==> src/rtl/spi_slave_pkg.sv <==
// Shared types and constants for the SPI register-space responder.
package spi_slave_pkg;

  typedef enum logic [1:0] {
    IDLE = 2'd0,
    ADDR = 2'd1,
    DATA = 2'd2
  } state_e;

  // Address byte layout: {rw, addr[5:0], unused}
  localparam int RW_BIT     = 7;
  localparam int ADDR_LSB   = 1;
  localparam int REG_ADDR_W = 6;

endpackage

==> src/rtl/spi_slave_regs_sync.sv <==
// Single-pin synchroniser with edge detection: SYNC_STAGES flop chain plus a
// previous-value flop. Everything resets to 0 so that a reset taken while CS
// is held low never fabricates a CS fall; the rest of that frame is ignored.
module spi_edge_sync #(
  parameter int SYNC_STAGES = 2
) (
  input  logic clk,
  input  logic rst,
  input  logic pin_i,
  output logic level_o,
  output logic rise_o,
  output logic fall_o
);

  logic [SYNC_STAGES-1:0] sync_q;
  logic                   prev_q;

  // Synchroniser chain and one-cycle-delayed copy for edge detection
  always_ff @(posedge clk or posedge rst) begin
    if (rst) begin
      sync_q <= '0;
      prev_q <= 1'b0;
    end else begin
      sync_q <= {sync_q[SYNC_STAGES-2:0], pin_i};
      prev_q <= sync_q[SYNC_STAGES-1];
    end
  end

  assign level_o = sync_q[SYNC_STAGES-1];
  assign rise_o  = level_o & ~prev_q;
  assign fall_o  = ~level_o & prev_q;

endmodule

==> src/rtl/spi_slave_regs.sv <==
// SPI mode-0 responder exposing a 64 x 8-bit register space with MFRC522
// framing (address byte then data bytes per CS frame).
// Optional feature macro: SPI_SLAVE_AUTOINC_EN -- when defined, reg_addr
// advances (mod 64) after every reg_wr/reg_rd; otherwise it stays fixed for
// the whole frame (FIFO-style repeated access).
module spi_slave_regs
  import spi_slave_pkg::*;
#(
  parameter int SYNC_STAGES = 2,
  parameter int ADDR_W      = REG_ADDR_W
) (
  input  logic              clk,
  input  logic              rst,
  input  logic              sck,
  input  logic              cs,
  input  logic              mosi,
  output logic              miso,
  output logic              miso_oe,
  output logic [ADDR_W-1:0] reg_addr,
  output logic [7:0]        reg_wdata,
  output logic              reg_wr,
  output logic              reg_rd,
  input  logic [7:0]        reg_rdata,
  output logic              frame_err
);

  localparam logic [ADDR_W-1:0] ADDR_ONE = {{(ADDR_W-1){1'b0}}, 1'b1};

  logic sck_lvl_unused, sck_rise, sck_fall;
  logic cs_lvl, cs_rise, cs_fall;
  logic [SYNC_STAGES-1:0] mosi_sync_q;
  logic mosi_lvl;

  state_e            state_q, state_d;
  logic [2:0]        bit_cnt_q;
  logic [7:0]        rx_q, tx_q, wdata_q;
  logic [ADDR_W-1:0] addr_q;
  logic              rw_q, wr_q, rd_q, load_q, ferr_q;
  logic [7:0]        rx_byte;
  logic              byte_done;

  spi_edge_sync #(.SYNC_STAGES(SYNC_STAGES)) u_sck_sync (
    .clk(clk), .rst(rst), .pin_i(sck),
    .level_o(sck_lvl_unused), .rise_o(sck_rise), .fall_o(sck_fall)
  );

  spi_edge_sync #(.SYNC_STAGES(SYNC_STAGES)) u_cs_sync (
    .clk(clk), .rst(rst), .pin_i(cs),
    .level_o(cs_lvl), .rise_o(cs_rise), .fall_o(cs_fall)
  );

  // MOSI only needs a level, aligned with the SCK edge detector latency
  always_ff @(posedge clk or posedge rst) begin
    if (rst) mosi_sync_q <= '0;
    else     mosi_sync_q <= {mosi_sync_q[SYNC_STAGES-2:0], mosi};
  end
  assign mosi_lvl = mosi_sync_q[SYNC_STAGES-1];

  assign rx_byte   = {rx_q[6:0], mosi_lvl};
  assign byte_done = sck_rise && !cs_lvl && (state_q != IDLE) && (bit_cnt_q == 3'd7);

  // FSM state register
  always_ff @(posedge clk or posedge rst) begin
    if (rst) state_q <= IDLE;
    else     state_q <= state_d;
  end

  // FSM next state: frame start on CS fall, address byte then data bytes
  always_comb begin
    state_d = state_q;
    case (state_q)
      IDLE:    if (cs_fall) state_d = ADDR;
      ADDR:    if (byte_done) state_d = DATA;
      DATA:    state_d = DATA;
      default: state_d = IDLE;
    endcase
    if (cs_lvl) state_d = IDLE;
  end

  // Shift registers, bit counter, register-side strobes and address tracking
  always_ff @(posedge clk or posedge rst) begin
    if (rst) begin
      bit_cnt_q <= 3'd0;
      rx_q      <= 8'h00;
      tx_q      <= 8'h00;
      wdata_q   <= 8'h00;
      addr_q    <= '0;
      rw_q      <= 1'b0;
      wr_q      <= 1'b0;
      rd_q      <= 1'b0;
      load_q    <= 1'b0;
      ferr_q    <= 1'b0;
    end else begin
      wr_q   <= 1'b0;
      rd_q   <= 1'b0;
      ferr_q <= 1'b0;
      load_q <= rd_q;
      if (cs_rise && (state_q != IDLE) && (bit_cnt_q != 3'd0)) ferr_q <= 1'b1;
`ifdef SPI_SLAVE_AUTOINC_EN
      if (wr_q || rd_q) addr_q <= addr_q + ADDR_ONE;
`endif
      if (cs_lvl || (state_q == IDLE)) begin
        bit_cnt_q <= 3'd0;
        rx_q      <= 8'h00;
        tx_q      <= 8'h00;
      end else begin
        if (sck_rise) begin
          bit_cnt_q <= bit_cnt_q + 3'd1;
          rx_q      <= rx_byte;
          if (byte_done) begin
            if (state_q == ADDR) begin
              rw_q   <= rx_byte[RW_BIT];
              addr_q <= rx_byte[RW_BIT-1:ADDR_LSB];
              rd_q   <= rx_byte[RW_BIT];
            end else if (rw_q) begin
              rd_q <= 1'b1;
            end else begin
              wdata_q <= rx_byte;
              wr_q    <= 1'b1;
            end
          end
        end else if (sck_fall && (bit_cnt_q != 3'd0)) begin
          // The fall that closes a byte does not shift: it exposes the MSB
          // of the freshly loaded read data instead.
          tx_q <= {tx_q[6:0], 1'b0};
        end
        if (load_q) tx_q <= reg_rdata;
      end
    end
  end

  assign miso      = tx_q[7];
  assign miso_oe   = (state_q != IDLE);
  assign reg_addr  = addr_q;
  assign reg_wdata = wdata_q;
  assign reg_wr    = wr_q;
  assign reg_rd    = rd_q;
  assign frame_err = ferr_q;

endmodule

==> config.mk <==
export PLATFORM = sky130hd
export DESIGN_NAME = spi_slave_regs
export DESIGN_NICKNAME = d
export VERILOG_FILES = /design/src/rtl/spi_slave_pkg.sv /design/src/rtl/spi_slave_regs_sync.sv /design/src/rtl/spi_slave_regs.sv
export SDC_FILE = /design/constraint.sdc
export NUM_CORES = 1
export LEC_CHECK = 0
export ABC_AREA = 1
export CORE_MARGIN = 5
export CORE_UTILIZATION = 54
export CTS_CLUSTER_SIZE = 40
export DETAILED_ROUTE_END_ITERATION = 6
export HOLD_SLACK_MARGIN = 0.08
export PLACE_DENSITY = 0.8
export SYNTH_ARGS = -nofsm -noshare
export SYNTH_HDL_FRONTEND = slang
export SYNTH_SLANG_ARGS = --single-unit
==> constraint.sdc <==
create_clock -name clk -period 2.8 [get_ports clk]
set_clock_uncertainty 0.15 [all_clocks]
set_input_delay 0.56 -clock clk [delete_from_list [all_inputs] [get_ports clk]]
set_output_delay 0.56 -clock clk [all_outputs]
set_load 0.02 [all_outputs]
## Yosys cells after proc, flatten, opt, wreduce, memory -nomap -nowiden

Cells that the tools add are included.

- Register bits: 47
- Input port bits: 13

- Multiplexer cells: 23
- Add/sub/neg operators: 1
- Reductions and logical operators: 17
- Equal/unequal tests: 6
- Bitwise logic cells: 11

Operator list:

| operator | number |
|---|---|
| 2-to-1 mux 8 bit | 4 |
| 2-to-1 mux 7 bit | 2 |
| 2-to-1 mux 1 bit | 11 |
| NOT 1 bit | 7 |
| logical AND 1 bit | 6 |
| 2-to-1 mux 2 bit | 3 |
| 2-to-1 mux 3 bit | 2 |
| inequality test 3 x 2 -> 1 bit (second input constant) | 2 |
| one-hot mux 2 bit (3 select lines) | 1 |
| nonzero test 3 bit | 2 |
| AND reduction 5 bit | 1 |
| bitwise AND 1 bit | 4 |
| AND reduction 2 bit | 2 |
| AND reduction 4 bit | 1 |
| nonzero test 2 bit | 2 |
| adder 3 x 1 -> 3 bit (second input constant) | 1 |
| == test 3 bit (second input constant) | 1 |
| inequality test 3 x 1 -> 1 bit (second input constant) | 1 |
| == test 2 x 1 -> 1 bit (second input constant) | 1 |
| == test 2 bit (second input constant) | 1 |
| logical NOT 2 bit | 1 |
| logical NOT 1 bit | 1 |
| logical OR 1 bit | 1 |

## Depth between registers and ports, before layout

Gate-level depths: netlist (run 1).

- Depth in word-level cells: 8
- Depth in mapped cells: 9
- Depth with buffers taken out: 8

## By module

Synthesis (run 1) repeated with hierarchy kept, for this count alone.

- Cells, all modules: 200
- Area, all modules: 2021.9 µm²

By module, submodules not included:

| module | area each (µm²) | cells an instance | sequential area each (µm²) | instances |
|---|---|---|---|---|
| spi_slave_regs | 1834.3 | 184 | 1026.0 | 1 |
| spi_edge_sync | 93.8 | 8 | 75.1 | 2 |

## Worst setup path before layout (run 1)

OpenSTA, ideal clock, no wires.

- Path type: register to register
- From: register state_q[0]
- To: register tx_q[6]
- Arrival: 1.374 ns
- Slack: 1.156 ns
- Setup time: 0.121 ns
- Stages on the path, launching flop included: 10
- Path buffers: 1
- Data required time: 2.529 ns
- Cell sequence: dfrtp_1 inv_1 ha_1 inv_1 nand2_4 nor2_4 o21ai_4 buf_6 nand2_1 o21ai_1

- Cells in the longest elaborated chain, start to end: 4

Ends and longest elaborated chain:

| element | line | RTL |
|---|---|---|
| start, declared | spi_slave_regs.sv:34 | `state_e state_q, state_d;` |
| start signal, assigned | spi_slave_regs.sv:65 | `else state_q <= state_d;` |
| logical NOT 2 bit (*) | spi_slave_regs.sv:102 | `if (cs_lvl \|\| (state_q == IDLE)) begin` |
| logical OR 1 bit (*) | spi_slave_regs.sv:102 |  |
| inequality test 3 x 1 -> 1 bit (no source line) / nonzero test 3 bit (equally long branches) | -- |  |
| AND reduction 2 bit (no source line) | -- |  |
| end signal, assigned | spi_slave_regs.sv:125 | `tx_q <= {tx_q[6:0], 1'b0};` |
| end signal, assigned | spi_slave_regs.sv:127 | `if (load_q) tx_q <= reg_rdata;` |
| end, declared | spi_slave_regs.sv:36 | `logic [7:0] rx_q, tx_q, wdata_q;` |

Every way passes the cells marked *; elsewhere a longest branch is shown, timed or not.
A chain may end at the register's enable or synchronous reset.

## Worst setup path in the final report (run 1)

- From: register state_q[0]
- To: output miso_oe

- Cells in the longest elaborated chain, start to end: 1

Ends and longest elaborated chain:

| element | line | RTL |
|---|---|---|
| nonzero test 2 bit | spi_slave_regs.sv:133 | `assign miso_oe = (state_q != IDLE);` |
| end, declared | spi_slave_regs.sv:18 | `output logic miso_oe,` |

Every way passes these cells.

==> results of run 1 <==
[where the power goes]
part           leakage (nW)  total (mW)  internal [mW]  switching, mW
combinational         0.466       0.257         0.0891          0.168
clock                0.0612       0.499          0.289          0.210
sequential            0.637       0.708          0.696         0.0119
total                  1.16        1.46           1.07          0.390
[worst register-to-register path, cell delays in order, from the launching register on]
cell	delay [ns]
dfrtp_1	0.37
inv_1	0.06
ha_1	0.25
nor2_4	0.19
nand3_4	0.26
nand2_1	0.20
nand2_1	0.09
nand2_1	0.07
nand2_1	0.05
[worst paths after layout]
check                               startpoint                to  slack, ns
max in group asynchronous                  rst  u_cs_sync.prev_q       1.53
worst max register to register      state_q[0]        state_q[1]       1.02
min in group asynchronous                  rst       reg_addr[0]       0.47
worst min-delay path            mosi_sync_q[0]    mosi_sync_q[1]       0.21
worst max-delay path                state_q[0]           miso_oe       0.36
worst min register to register  mosi_sync_q[0]    mosi_sync_q[1]       0.21
[placed cells by master, fill, tap and decap left out, types with 2 or more instances in the layout]
cell,n
nor2_4,4
dfrtp_1,47
inv_1,27
nand2_1,65
o22ai_1,5
clkbuf_8,6
ha_1,5
a21oi_1,7
nor2_1,5
nand3_1,5
o21ai_2,2
inv_2,2
o21ai_0,10
o21ai_1,16
clkdlybuf4s50_1,31
[state kept, by name (all words and copies together), names as in the netlist]
signal             count
u_sck_sync.sync_q      2
u_cs_sync.prev_q       1
tx_q                   8
state_q                2
reg_wr                 1
frame_err              1
u_sck_sync.prev_q      1
rx_q                   7
bit_cnt_q              3
reg_rd                 1
mosi_sync_q            2
u_cs_sync.sync_q       2
reg_wdata              8
reg_addr               6
load_q                 1
rw_q                   1
[per-layer routing]
layer | routed length [um] | vias to the layer above | GRT usage
met1 | 1627 | 675 | 0.2009
met5 | 0 | - | 0
li1 | - | 737 | -
met3 | 188 | 7 | 0.05256
met4 | 42 | 0 | 0.04593
met2 | 1648 | 29 | 0.2441
[metrics by stage]
stage | hold WS, ns | std cells | util
finish | 0.2064 | 295 | 0.6873
global route | 0.2136 | 295 | 0.6873
CTS | 0.2081 | 295 | 0.6873
detailed placement | 0.1897 | 287 | 0.6550
global placement | 0.1821 | 287 | 0.6550
floorplan | 0.1812 | 210 | -
[logic make-up (layout without fill, tap and decap cells)]
| group | Yosys count | in the layout | synth area share |
|---|---|---|---|
| AND/OR/NAND/NOR | 84 | 84 | 0.1954 |
| buffers and inverters | 33 | 70 | 0.07630 |
| flip-flops | 47 | 47 | 0.5831 |
| AO/OA/AOI/OAI | 41 | 41 | 0.1141 |
| adder cells (fa/ha/maj) | 5 | 5 | 0.03102 |
[cell usage after synthesis]
master,n
a21oi_1,7
buf_2,1
buf_6,2
bufinv_8,1
dfrtp_1,47
ha_1,5
inv_1,28
inv_2,1
nand2_1,65
nand2_2,1
nand2_4,1
nand3_1,5
nand3_4,1
nor2_1,5
nor2_4,4
nor2_8,1
nor4_1,1
o21ai_0,10
o21ai_1,16
o21ai_2,2
o21ai_4,1
o22ai_1,5
[final cells by class]
cell class                 instances  area, um2
clock buffer                       6      82.58
clock inverter                     2      35.03
fill                             303       1136
inverter                          30      126.4
multi-input combinational        130      686.9
sequential                        47       1176
tap                               48      60.06
timing repair buffer              32      330.3
==> results.json, run 1 <==
{
  "portBuffers": 31,
  "ys_types": 22,
  "path_clk_slew_ns": 0.08,
  "slew_headroom": 0.6620,
  "die-height_um": 71.12,
  "finalMaxSlewViolations": 0,
  "wl_um": 3507,
  "crit_cells": 4,
  "period_needed_ns": 2.442,
  "drcViolationCount": 0,
  "cts_setup_buffers": 0,
  "dieArea_um2": 5057,
  "required_ns": 2.09,
  "antenna_found_initial": 0,
  "path_max_fanout": 3,
  "crit_path_top_delay_cell": "clkdlybuf4s50_1",
  "final_hold_viol_count": 0,
  "status": "completed",
  "vias_per_cell": 4.908,
  "cts_made_buffers": 5,
  "ys_seq_area_frac": 0.5831,
  "finalPower_mw": 1.464,
  "path_class": "reg2out",
  "die_x_um": 71.12,
  "clock_latency_ns": 0.30,
  "first_global_vias": 1386,
  "htree_levels": 2,
  "cpLargestDelayFamily": "buffers and inverters",
  "cp_cell_sequence": "inv_1 -> ha_1 -> inv_1 -> clkdlybuf4s50_1",
  "final_nets": 264,
  "synth_area_leaders": "dfrtp_1 58%, nand2_1 12%, inv_1 5.2%",
  "dp_hpwl_um": 2580,
  "synth-seq-cells": 47,
  "postRouteAntennaNets": 0,
  "setup_tns_ns": 0,
  "cap_violations": 0,
  "reg2reg_depth": 8,
  "grt-ovfl-total": 0,
  "cpPeakStageDelay_ns": 0.62,
  "grt_pass1_wl_um": 6182,
  "cts.sinks": 47,
  "drtPass1Iterations": 4,
  "coreArea_um2": 3633,
  "antenna_cells": 0,
  "synth_top_area_cell": "dfrtp_1",
  "endpoint_kind": "output pin",
  "max_freq_mhz": 409.5,
  "io_pins": 32,
  "root_buffer": "clkbuf_8",
  "start_util": 0.5551,
  "synth_nets": 228,
  "cts_resized": 0,
  "tightest_slew_ns": 0.5063,
  "cpMostUsedCell": "inv_1",
  "syn_avg_cell_area_um2": 9.604,
  "synthesis.area_um2": 2017,
  "drt_iter0_markers": 88,
  "post-place-ws_ns": 0.6555,
  "critPathBufInv": 3,
  "cts_hold_buf": 0,
  "post-route-period-util": 0.8722,
  "vias": 1448,
  "postSynthCellCount": 210,
  "grt_use_total": 0.1538,
  "setup_viol": 0,
  "area.growth.synth_to_final_pct": 23.82,
  "synth_warnings": 0,
  "placed_area_um2": 2380,
  "drive_above_1_share": 0.09312,
  "final_cell_area_um2": 2497,
  "row_count": 22,
  "arrival_ns": 1.73,
  "power.density_nw_per_um2": 586.1,
  "crit_path_start_kind": "flop",
  "gp_congestion": 0.7830,
  "rsz0062_at_grt": "false",
  "wl_per_cell_um": 11.89,
  "synth_top_cell_area_share": 0.5831,
  "fin_ws_ns": 0.3577,
  "hp-class": "reg2reg",
  "grt_max_degree": 25,
  "p_leak_nw": 1.164,
  "clockBufferDepth": 2,
  "hold_depth": 0,
  "ir_drop_v": 0.0004315,
  "cts_tree": "built"
}
Power figures use the tool's default switching activity.
==> run 2: changes to the inputs <==
--- a/config.mk
+++ b/config.mk
@@ -6,10 +6,12 @@
 export NUM_CORES = 1
 export LEC_CHECK = 0
 export ABC_AREA = 1
+export CAP_MARGIN = 20
 export CORE_MARGIN = 5
 export CORE_UTILIZATION = 54
 export CTS_CLUSTER_SIZE = 40
 export DETAILED_ROUTE_END_ITERATION = 6
+export GPL_ROUTABILITY_DRIVEN = 1
 export HOLD_SLACK_MARGIN = 0.08
 export PLACE_DENSITY = 0.8
 export SYNTH_ARGS = -nofsm -noshare
==> results of run 2 <==
Final layout, timing and power as in run 1 (identical DEF).
==> run 3: changes to the inputs <==
--- a/config.mk
+++ b/config.mk
@@ -5,7 +5,6 @@
 export SDC_FILE = /design/constraint.sdc
 export NUM_CORES = 1
 export LEC_CHECK = 0
-export ABC_AREA = 1
 export CAP_MARGIN = 20
 export CORE_MARGIN = 5
 export CORE_UTILIZATION = 54
@@ -13,7 +12,7 @@
 export DETAILED_ROUTE_END_ITERATION = 6
 export GPL_ROUTABILITY_DRIVEN = 1
 export HOLD_SLACK_MARGIN = 0.08
-export PLACE_DENSITY = 0.8
+export PLACE_DENSITY = 0.81
 export SYNTH_ARGS = -nofsm -noshare
 export SYNTH_HDL_FRONTEND = slang
 export SYNTH_SLANG_ARGS = --single-unit
==> run 3 against run 2 <==
Compared with the run above:
- critical path type unchanged
- largest power group unchanged
- critical endpoint unchanged
- area after synthesis down 2.7%
- power down 11%
- largest cell class unchanged
- clock power down 32%
==> results.json, run 3 <==
{
  "tightest_slew_ns": 0.7662,
  "finalMaxSlewViolations": 0,
  "wl_um": 3766,
  "dp_hpwl_um": 2720,
  "crit_path_start_kind": "flop",
  "finalPower_mw": 1.297,
  "synthesis.area_um2": 1962,
  "switching_share": 0.2889,
  "ir_drop_v": 0.0003985,
  "synth_top_area_cell": "dfrtp_1",
  "cts_made_buffers": 5,
  "dieArea_um2": 4939,
  "cpPeakStageDelay_ns": 0.59,
  "postRouteAntennaNets": 0,
  "fillCellCount": 249,
  "postSynthCellCount": 167,
  "pwr-share-clk": 0.260,
  "path_clk_slew_ns": 0.14,
  "holdWs_ns": 0.2052,
  "cpLargestDelayFamily": "buffers and inverters",
  "vias": 1360,
  "synth-seq-cells": 47,
  "rsz0062_at_grt": "false",
  "setup_tns_ns": 0,
  "htree_levels": 2,
  "drt_iter0_markers": 117,
  "path_max_fanout": 7,
  "internal_power_mw": 0.9221,
  "endpoint_kind": "output pin",
  "ys_seq_area_frac": 0.5995,
  "critPathBufInv": 3,
  "path_class": "reg2out",
  "start_util": 0.5744,
  "period_needed_ns": 2.485,
  "max_freq_mhz": 402.5,
  "synthArstFlopShare": 1.000,
  "synth_edf_count": 0,
  "grt_max_degree": 36,
  "post-route-period-util": 0.8874,
  "comb_power_share": 0.187,
  "status": "completed",
  "cts_hold_buf": 0,
  "hp-class": "reg2reg",
  "placed_area_um2": 2311,
  "drtPass1Iterations": 4,
  "clock_latency_ns": 0.38,
  "final_nets": 217,
  "cp_cell_sequence": "inv_1 -> ha_1 -> inv_1 -> clkdlybuf4s50_1",
  "grt-ovfl-total": 0,
  "final_common_cell": "dfrtp_1",
  "die_x_um": 70.28,
  "antenna_found_initial": 0,
  "root_buffer": "clkbuf_4",
  "final_cell_area_um2": 2375,
  "grt_pass1_wl_um": 6451,
  "cts_resized": 0,
  "final_hold_viol_count": 0,
  "synth_nets": 185,
  "setup_viol": 0,
  "cts.sinks": 47,
  "grt_use_total": 0.1656,
  "yosysMostFrequentCell": "dfrtp_1",
  "arrival_ns": 1.77,
  "crit_path_top_delay_cell": "clkdlybuf4s50_1",
  "cts_setup_buffers": 0,
  "slew_headroom": 0.4881,
  "cts_tree": "built",
  "cap_violations": 0,
  "synth_top_cell_area_share": 0.5995,
  "row_count": 21,
  "die-height_um": 70.28,
  "area.growth.synth_to_final_pct": 21.05,
  "power.density_nw_per_um2": 546.1,
  "drcViolationCount": 0,
  "ys_types": 29,
  "first_global_vias": 1330,
  "syn_avg_cell_area_um2": 11.75,
  "switchingPower_mw": 0.3747,
  "vias_per_cell": 5.528,
  "gp_congestion": 0.8137,
  "cpMostUsedCell": "inv_1",
  "post-place-ws_ns": 0.5520,
  "synth-main-ff-cell": "dfrtp_1",
  "layout_common_cells": "47 x dfrtp_1, 31 x clkdlybuf4s50_1, 19 x nand2_1",
  "clockBufferDepth": 2,
  "seq_power_share": 0.553,
  "antenna_cells": 0,
  "synth_common_cells": "47 x dfrtp_1, 19 x nand2_1, 11 x a21oi_1",
  "io_pins": 32,
  "wl_per_cell_um": 15.31,
  "portBuffers": 31,
  "drive_above_1_share": 0.1450,
  "p_leak_nw": 1.053,
  "synth_warnings": 0,
  "required_ns": 2.09,
  "synth_area_leaders": "dfrtp_1 60%, mux2_4 6.1%, mux2_2 4.0%",
  "fin_ws_ns": 0.3154,
  "coreArea_um2": 3416
}
## run 3: cell count changes in the layout (fill, tap and decap cells not counted), moves of 5 or more
cell      previous run  this run
a211oi_1             0         6
clkbuf_4             0         5
clkbuf_8             6         1
inv_1               27         7
mux2_2               0         7
mux2_4               0         8
nand2_1             65        19
nor4_1               1         7
o21ai_1             16         0
## run 3: final cells by class
type,count,area [um2],area share
Clock inverter,1,8.758,0.003688
Timing Repair Buffer,34,332.8,0.1401
Multi-Input combinational cell,103,714.4,0.3008
Tap cell,46,57.56,0.02424
Sequential cell,47,1176,0.4953
Clock buffer,7,55.05,0.02318
Inverter,8,30.03,0.01264
## run 3: path summary, 6_finish.rpt
| path | start | end | slack (ns) | cells past startpoint |
|---|---|---|---|---|
| max in group asynchronous | rst | tx_q[2] | 1.44 | 3 |
| min reg2reg | mosi_sync_q[0] | mosi_sync_q[1] | 0.21 | 0 |
| min | mosi_sync_q[0] | mosi_sync_q[1] | 0.21 | 0 |
| max reg2reg | state_q[0] | reg_wdata[5] | 0.54 | 5 |
| min in group asynchronous | rst | reg_wdata[2] | 0.45 | 2 |
| max | state_q[0] | miso_oe | 0.32 | 4 |
## run 3: kinds of logic after synthesis
group	synth area share
AND/OR/NAND/NOR	0.1339
flip-flops	0.5995
AO/OA/AOI/OAI	0.08227
buffers and inverters	0.03635
multiplexers	0.1116
adder cells (fa/ha/maj)	0.03189
XOR/XNOR	0.004465
## run 3: stage by stage
step / cells / utilization
after floorplan: 167 / -
after global placement: 238 / 0.6766
after detailed placement: 238 / 0.6766
after CTS: 246 / 0.6952
after global routing: 246 / 0.6952
final: 246 / 0.6952
## run 3: routing by layer
metal,share of wire,wire [um],global-route usage,up-vias
li1,-,-,-,635
met1,0.42,1598,0.2043,659
met2,0.49,1859,0.2713,57
met3,0.061,230,0.04304,9
met4,0.021,78,0.07447,0
met5,0,0,0,-
## run 3: worst reg2reg max path: stages, from the launching register on
cell and delay, ns:
dfrtp_1 0.42, inv_1 0.06, ha_1 0.26, or2_4 0.32
or4_4 0.62, mux2_4 0.34
## run 3: power groups by stage
| stage | clock network (mW) | registers, mW | logic [mW] |
|---|---|---|---|
| after CTS | 0.339 | 0.717 | 0.246 |
| after global placement | 0 | 0.727 | 0.229 |
| after global routing | 0.369 | 0.719 | 0.276 |
| after detailed placement | 0 | 0.730 | 0.245 |
| final | 0.337 | 0.717 | 0.243 |
| after floorplan | 0 | 0.725 | 0.167 |
